### src/rtl/coh_bus_pkg.sv
// Shared definitions for the coherence bus arbiter: opcode encodings, FSM
// states, sizing constants and a small index-to-one-hot helper.
// The optional bus timeout is enabled by defining BUS_TIMEOUT_EN.
package coh_bus_pkg;

    localparam int NUM_REQ     = 4;   // cache controllers on the bus
    localparam int ADDR_W      = 8;   // block-address width
    localparam int IDX_W       = 2;   // requester index width (4 requesters)
    localparam int TIMEOUT_MAX = 15;  // wait cycles before a timeout completes the transaction

    typedef enum logic [1:0] {
        OP_RSVD       = 2'b00,
        OP_READ_MISS  = 2'b01,
        OP_WRITE_MISS = 2'b10,
        OP_INVALIDATE = 2'b11
    } coh_op_t;

    typedef enum logic [2:0] {
        ST_IDLE     = 3'd0,
        ST_BCAST    = 3'd1,
        ST_WB_WAIT  = 3'd2,
        ST_MEM_WAIT = 3'd3,
        ST_DONE     = 3'd4
    } coh_state_t;

    function automatic logic [NUM_REQ-1:0] idx_to_onehot(input logic [IDX_W-1:0] idx);
        logic [NUM_REQ-1:0] v;
        v      = '0;
        v[idx] = 1'b1;
        return v;
    endfunction

endpackage

### src/rtl/coherence_bus_arbiter_rr_picker.sv
// Combinational round-robin picker: searches the eligible vector starting
// one past the last granted index and returns a one-hot grant, its index
// and whether anything was eligible.
module rr_picker
    import coh_bus_pkg::*;
#(
    parameter int NUM_REQ = coh_bus_pkg::NUM_REQ
) (
    input  logic [NUM_REQ-1:0] elig_i,
    input  logic [IDX_W-1:0]   last_i,
    output logic [NUM_REQ-1:0] grant_o,
    output logic [IDX_W-1:0]   idx_o,
    output logic               any_o
);

    logic [IDX_W-1:0] cand;

    // Scan from the farthest offset down to the nearest so the nearest eligible wins.
    always_comb begin
        grant_o = '0;
        idx_o   = '0;
        any_o   = 1'b0;
        cand    = '0;
        for (int i = NUM_REQ; i >= 1; i--) begin
            cand = last_i + IDX_W'(i);
            if (elig_i[cand]) begin
                grant_o = idx_to_onehot(cand);
                idx_o   = cand;
                any_o   = 1'b1;
            end
        end
    end

endmodule

### src/rtl/coherence_bus_arbiter.sv
// Snooping-bus arbiter for four cache controllers. Grants one transaction
// at a time round-robin, broadcasts it for one cycle, waits for a snooper
// writeback and/or memory fill, then pulses done to the requester.
// Defining BUS_TIMEOUT_EN adds a 4-bit wait timeout that completes the
// transaction with bus_err; otherwise waits are unbounded and bus_err is 0.
//
// Handshake: req[i] with its op/addr is held by the requester until done[i]
// pulses; the arbiter latches op/addr at grant, so later changes on the
// request lines do not affect the transaction in flight. mem_rd is held
// until the cycle mem_ack is seen; wb_done/mem_ack count only in their
// respective wait states.
module coherence_bus_arbiter
    import coh_bus_pkg::*;
#(
    parameter int NUM_REQ = coh_bus_pkg::NUM_REQ,
    parameter int ADDR_W  = coh_bus_pkg::ADDR_W
) (
    input  logic                      clock,
    input  logic                      reset,
    input  logic [NUM_REQ-1:0]        req,
    input  logic [2*NUM_REQ-1:0]      req_op,
    input  logic [ADDR_W*NUM_REQ-1:0] req_addr,
    input  logic [NUM_REQ-1:0]        snoop_wb,
    input  logic                      wb_done,
    input  logic                      mem_ack,
    output logic [NUM_REQ-1:0]        gnt,
    output logic [NUM_REQ-1:0]        done,
    output logic                      bus_valid,
    output logic [1:0]                bus_op,
    output logic [ADDR_W-1:0]         bus_addr,
    output logic [IDX_W-1:0]          bus_src,
    output logic                      mem_rd,
    output logic                      bus_err,
    output coh_state_t                state_dbg
);

    logic [1:0]        op_arr   [NUM_REQ];
    logic [ADDR_W-1:0] addr_arr [NUM_REQ];
    logic [NUM_REQ-1:0] elig;

    // Split the flat request buses per requester; reserved opcodes are never eligible.
    for (genvar g = 0; g < NUM_REQ; g++) begin : g_unpack
        assign op_arr[g]   = req_op[2*g +: 2];
        assign addr_arr[g] = req_addr[ADDR_W*g +: ADDR_W];
        assign elig[g]     = req[g] && (req_op[2*g +: 2] != OP_RSVD);
    end

    logic [NUM_REQ-1:0] pick_gnt;
    logic [IDX_W-1:0]   pick_idx;
    logic               pick_any;

    coh_state_t         state_q;
    logic [IDX_W-1:0]   src_q;
    logic [1:0]         op_q;
    logic [IDX_W-1:0]   last_q;
    logic [NUM_REQ-1:0] gnt_q;
    logic [NUM_REQ-1:0] done_q;
    logic               bus_valid_q;
    logic [1:0]         bus_op_q;
    logic [ADDR_W-1:0]  bus_addr_q;
    logic [IDX_W-1:0]   bus_src_q;
    logic               mem_rd_q;
`ifdef BUS_TIMEOUT_EN
    localparam logic [3:0] TO_LAST = 4'(TIMEOUT_MAX - 1);
    logic [3:0]         cnt_q;
    logic               bus_err_q;
`endif

    rr_picker #(.NUM_REQ(NUM_REQ)) u_picker (
        .elig_i  (elig),
        .last_i  (last_q),
        .grant_o (pick_gnt),
        .idx_o   (pick_idx),
        .any_o   (pick_any)
    );

    // Transaction FSM with all bus-facing outputs registered alongside the state.
    always_ff @(posedge clock) begin
        if (reset) begin
            state_q     <= ST_IDLE;
            src_q       <= '0;
            op_q        <= '0;
            last_q      <= IDX_W'(NUM_REQ - 1);
            gnt_q       <= '0;
            done_q      <= '0;
            bus_valid_q <= 1'b0;
            bus_op_q    <= '0;
            bus_addr_q  <= '0;
            bus_src_q   <= '0;
            mem_rd_q    <= 1'b0;
`ifdef BUS_TIMEOUT_EN
            cnt_q       <= '0;
            bus_err_q   <= 1'b0;
`endif
        end else begin
            // One-cycle pulses default low.
            done_q      <= '0;
            bus_valid_q <= 1'b0;
            bus_op_q    <= '0;
            bus_addr_q  <= '0;
            bus_src_q   <= '0;
`ifdef BUS_TIMEOUT_EN
            bus_err_q   <= 1'b0;
`endif
            case (state_q)
                ST_IDLE: begin
                    if (pick_any) begin
                        src_q       <= pick_idx;
                        op_q        <= op_arr[pick_idx];
                        last_q      <= pick_idx;
                        gnt_q       <= pick_gnt;
                        bus_valid_q <= 1'b1;
                        bus_op_q    <= op_arr[pick_idx];
                        bus_addr_q  <= addr_arr[pick_idx];
                        bus_src_q   <= pick_idx;
                        state_q     <= ST_BCAST;
                    end
                end
                ST_BCAST: begin
`ifdef BUS_TIMEOUT_EN
                    cnt_q <= '0;
`endif
                    // The granted requester's own snoop response is meaningless.
                    if ((snoop_wb & ~gnt_q) != '0) begin
                        state_q <= ST_WB_WAIT;
                    end else if (op_q == OP_INVALIDATE) begin
                        done_q  <= idx_to_onehot(src_q);
                        state_q <= ST_DONE;
                    end else begin
                        mem_rd_q <= 1'b1;
                        state_q  <= ST_MEM_WAIT;
                    end
                end
                ST_WB_WAIT: begin
                    if (wb_done) begin
`ifdef BUS_TIMEOUT_EN
                        cnt_q <= '0;
`endif
                        if (op_q == OP_INVALIDATE) begin
                            done_q  <= idx_to_onehot(src_q);
                            state_q <= ST_DONE;
                        end else begin
                            mem_rd_q <= 1'b1;
                            state_q  <= ST_MEM_WAIT;
                        end
                    end
`ifdef BUS_TIMEOUT_EN
                    else if (cnt_q == TO_LAST) begin
                        done_q    <= idx_to_onehot(src_q);
                        bus_err_q <= 1'b1;
                        state_q   <= ST_DONE;
                    end else begin
                        cnt_q <= cnt_q + 4'd1;
                    end
`endif
                end
                ST_MEM_WAIT: begin
                    if (mem_ack) begin
                        mem_rd_q <= 1'b0;
                        done_q   <= idx_to_onehot(src_q);
                        state_q  <= ST_DONE;
                    end
`ifdef BUS_TIMEOUT_EN
                    else if (cnt_q == TO_LAST) begin
                        mem_rd_q  <= 1'b0;
                        done_q    <= idx_to_onehot(src_q);
                        bus_err_q <= 1'b1;
                        state_q   <= ST_DONE;
                    end else begin
                        cnt_q <= cnt_q + 4'd1;
                    end
`endif
                end
                ST_DONE: begin
                    gnt_q   <= '0;
                    state_q <= ST_IDLE;
                end
                default: begin
                    gnt_q    <= '0;
                    mem_rd_q <= 1'b0;
                    state_q  <= ST_IDLE;
                end
            endcase
        end
    end

    assign gnt       = gnt_q;
    assign done      = done_q;
    assign bus_valid = bus_valid_q;
    assign bus_op    = bus_op_q;
    assign bus_addr  = bus_addr_q;
    assign bus_src   = bus_src_q;
    assign mem_rd    = mem_rd_q;
    assign state_dbg = state_q;
`ifdef BUS_TIMEOUT_EN
    assign bus_err   = bus_err_q;
`else
    assign bus_err   = 1'b0;
`endif

endmodule

### config.mk
export PLATFORM = sky130hd
export DESIGN_NAME = coherence_bus_arbiter
export DESIGN_NICKNAME = d
export VERILOG_FILES = /design/src/rtl/coh_bus_pkg.sv /design/src/rtl/coherence_bus_arbiter_rr_picker.sv /design/src/rtl/coherence_bus_arbiter.sv
export SDC_FILE = /design/constraint.sdc
export NUM_CORES = 1
export LEC_CHECK = 0
export ABC_AREA = 1
export BUFFER_PORTS_ARGS = -buffer_cell sky130_fd_sc_hd__buf_2
export CORE_UTILIZATION = 53
export CTS_CLUSTER_DIAMETER = 50
export CTS_CLUSTER_SIZE = 20
export DETAILED_ROUTE_END_ITERATION = 10
export PLACE_DENSITY_LB_ADDON = 0.2
export REMOVE_ABC_BUFFERS = 1
export SLEW_MARGIN = 10
export SYNTH_ARGS = -nofsm -noshare
export SYNTH_HDL_FRONTEND = slang
export SYNTH_HIERARCHICAL = 1
export SYNTH_SLANG_ARGS = --single-unit
### constraint.sdc
create_clock -name clock -period 7.6 [get_ports clock]
set_clock_uncertainty 0.15 [all_clocks]
set_input_delay 0 -clock clock [delete_from_list [all_inputs] [get_ports clock]]
set_output_delay 0 -clock clock [all_outputs]
set_load 0.01 [all_outputs]
==> results_dict.tcl <==
set metrics [dict create \
    status "finished, final reports clean" \
    rsz0062_at_grt "false" \
    whs_path_depth 5 \
    synthCells 306 \
    dieArea_um2 4020 \
    crit_top_cell "inv_1" \
    avgRoutedWirePerCell_um 13.0 \
    post-route-period-util_pct 58.9 \
    netlist.area_leader.share_pct 31.1 \
    cts_resized 0 \
    synth_top_cells_by_area "dfxtp_1 (31%), nand2_1 (11%), nor2_1 (9.4%)" \
    crit_path_end_kind "flip-flop" \
    antenna_found_initial 0 \
    cts_max_level 2 \
    start_kind "flip-flop" \
    clock_latency_ps 280 \
    cp_slowest_stage_delay_ps 590 \
    whs_endpoint "bus_op[1]" \
    hold_start "req_op[1]" \
    crit_family "buffers and inverters" \
    cts_buffers 5 \
    ant_nets 0 \
    r2r_end "bus_addr[6]" \
    grt_max_degree 22 \
    p_per_area_nw_per_um2 406 \
    critical_path_required_ps 7630 \
    path_clk_slew_ps 70 \
    post-cts-setup-buffers 0 \
    holdBufCountCts 28 \
    arrival_ps 4500 \
    timing.rr.start "last_q[0]" \
    hold_class "in -> reg" \
    die_x_um 63.4 \
    drv_cap 0 \
    synth_flop_cell "dfxtp_1" \
    grt-ovfl-total 0 \
    synth_top_cell_by_area "dfxtp_1" \
    initial_utilization_pct 57.6 \
    grt_pass1_vias 2281 \
    gp_congestion 0.877 \
    syn_area_per_cell_um2 6.53 \
    crit_buf_inv 6 \
    fillCellCount 257 \
    num_vias 2404 \
    crit_fanout 21 \
    synth_edf_count 0 \
    async_flop_share_pct 0 \
    maxSlewViolCount 0 \
    placed_area_um2 2390 \
    yosys_warnings 6 \
    crit_type "reg -> reg" \
    drive_above_1_share_pct 28.1 \
    io_pins 78 \
    firstDrtPassIters 5 \
    hold_viol 0 \
    reg2reg_depth 15 \
    ys_seq_area_share_pct 31.1 \
    row_count 21 \
    grt.total_usage_pct 31.3 \
    finalInstanceArea_um2 2780 \
    netlist_top_cells_count "nand2_1 (61), nor2_1 (50), inv_1 (38)" \
    vdd_drop_max_v 0.000279 \
    post-route-min-period_ps 4480 \
    synth.distinct_cells 34 \
    cts_tree "built" \
    synth.most_common_cell "nand2_1" \
    cts_sinks 31 \
    nets 466 \
    cp_cell_sequence "inv_2 > ha_1 > inv_1 > nand3_1 > nand2_2 > nor2_4 > nor2_1 > o21ai_1 > nand2_1 > inv_1 > inv_1 > o21ai_0 > dlygate4sd3_1 > a21oi_2 > dlygate4sd3_1" \
    drc 0 \
    critPathSlowestCell "dlygate4sd3_1" \
    setup_tns_ps 0 \
    synth_area_um2 2000 \
    setup_viol_count_final 0 \
    diodes 0 \
    slew_headroom_pct 56.5 \
    io_buffer_count 76 \
    power.leakage_uw 0.00146 \
    cts_buffer_depth 2 \
    avgViaCountPerCell 5.28 \
    dp_hpwl_um 3710 \
    die_y_um 63.4 \
    grt_pass1_wl_um 9800 \
    fp.coreArea_um2 3470 \
    area_growth_syn_to_layout_pct 39.3 \
    ys_seq_elements 31 \
    dr.first_iter.drc_count 198 \
    max_slew.worst_pin.slew_ps 652 \
    clockRootBuffer "clkbuf_8" \
    totalWireLength_um 5940 \
    clock.fmax_mhz 223 \
    reg2reg_setup_slack_ps 3120 \
]
==> worst register-to-register path: cells and delay by family, from the launching register on <==
kind,cells,cell delay [ps]
buffers and inverters,6,2350
and+or+nand+nor,5,480
AOI/OAI and AO/OA,3,440
adders and majority gates,1,410
DFF,1,560
==> cell type report <==
class                      count  area, um^2  area share (%)
clock buffer                   6        82.6            2.97
timing repair buffer         104         661            23.7
inverter                      43         164            5.89
multi-input combinational    223        1160            41.8
clock inverter                 2        35.0            1.26
tap                           46        57.6            2.07
sequential                    31         621            22.3
==> cells by family (layout without fill, tap and decap cells) <==
kind of cell,count (synthesis),count (layout),share of synthesized area [%]
mux,2,2,1.00
compound gates,55,55,16.3
simple gates,159,159,37.0
fa+ha+maj,6,6,3.76
buf+inv,52,155,10.7
other cells,1,1,0.188
flops,31,31,31.1
==> layer usage <==
| layer | share of wire [%] | GRT usage, % |
|---|---|---|
| met5 | 0 | 0 |
| met4 | 4.4 | 19.3 |
| met3 | 6.2 | 5.07 |
| met2 | 51 | 58.0 |
| met1 | 38 | 32.3 |
==> cell usage in the layout (no fill, tap or decap), types with 7 or more instances in the layout <==
| cell | n |
|---|---|
| nor2_1 | 50 |
| dlygate4sd3_1 | 28 |
| o21ai_0 | 20 |
| buf_2 | 76 |
| nand2_2 | 8 |
| a21oi_1 | 10 |
| nand3_1 | 19 |
| nand4_1 | 7 |
| dfxtp_1 | 31 |
| inv_1 | 38 |
| nand2_1 | 61 |
==> how the worst max path moves through the flow <==
stage | startpoint | to | slack [ps] | cells past startpoint
finish | last_q[0] | bus_addr[6] | 3120 | 15
floorplan | last_q[0] | op_q[0] | 4790 | 15
CTS | last_q[0] | bus_addr[0] | 3280 | 15
global placement | last_q[0] | op_q[1] | 4370 | 15
global route | last_q[0] | bus_addr[1] | 2790 | 15
detailed placement | last_q[0] | op_q[1] | 4210 | 15
==> power breakdown <==
part	internal, uW	total (uW)	switching [uW]
registers	210	249	39.4
logic	274	710	436
clock network	106	170	64.4
total	590	1130	540
==> state kept, by name (all words and copies together), names as in the netlist <==
name,flops
gnt,4
state_dbg,3
bus_valid,1
done,4
last_q,2
bus_addr,8
op_q,2
src_q,2
bus_src,2
mem_rd,1
bus_op,2
==> per-stage QoR <==
step	hold WS [ps]	total power [uW]	utilization (%)	setup slack, ps	instances
2_1_floorplan	-80.9	706	-	4790	297
3_3_place_gp	147	833	68.8	4370	419
3_5_place_dp	151	852	68.8	4210	419
4_1_cts	3.32	1100	80.3	3280	455
5_1_grt	44.5	1220	80.3	2790	455
6_report	9.90	1130	80.3	3120	455
No activity file was read; power rests on OpenSTA's default activity.
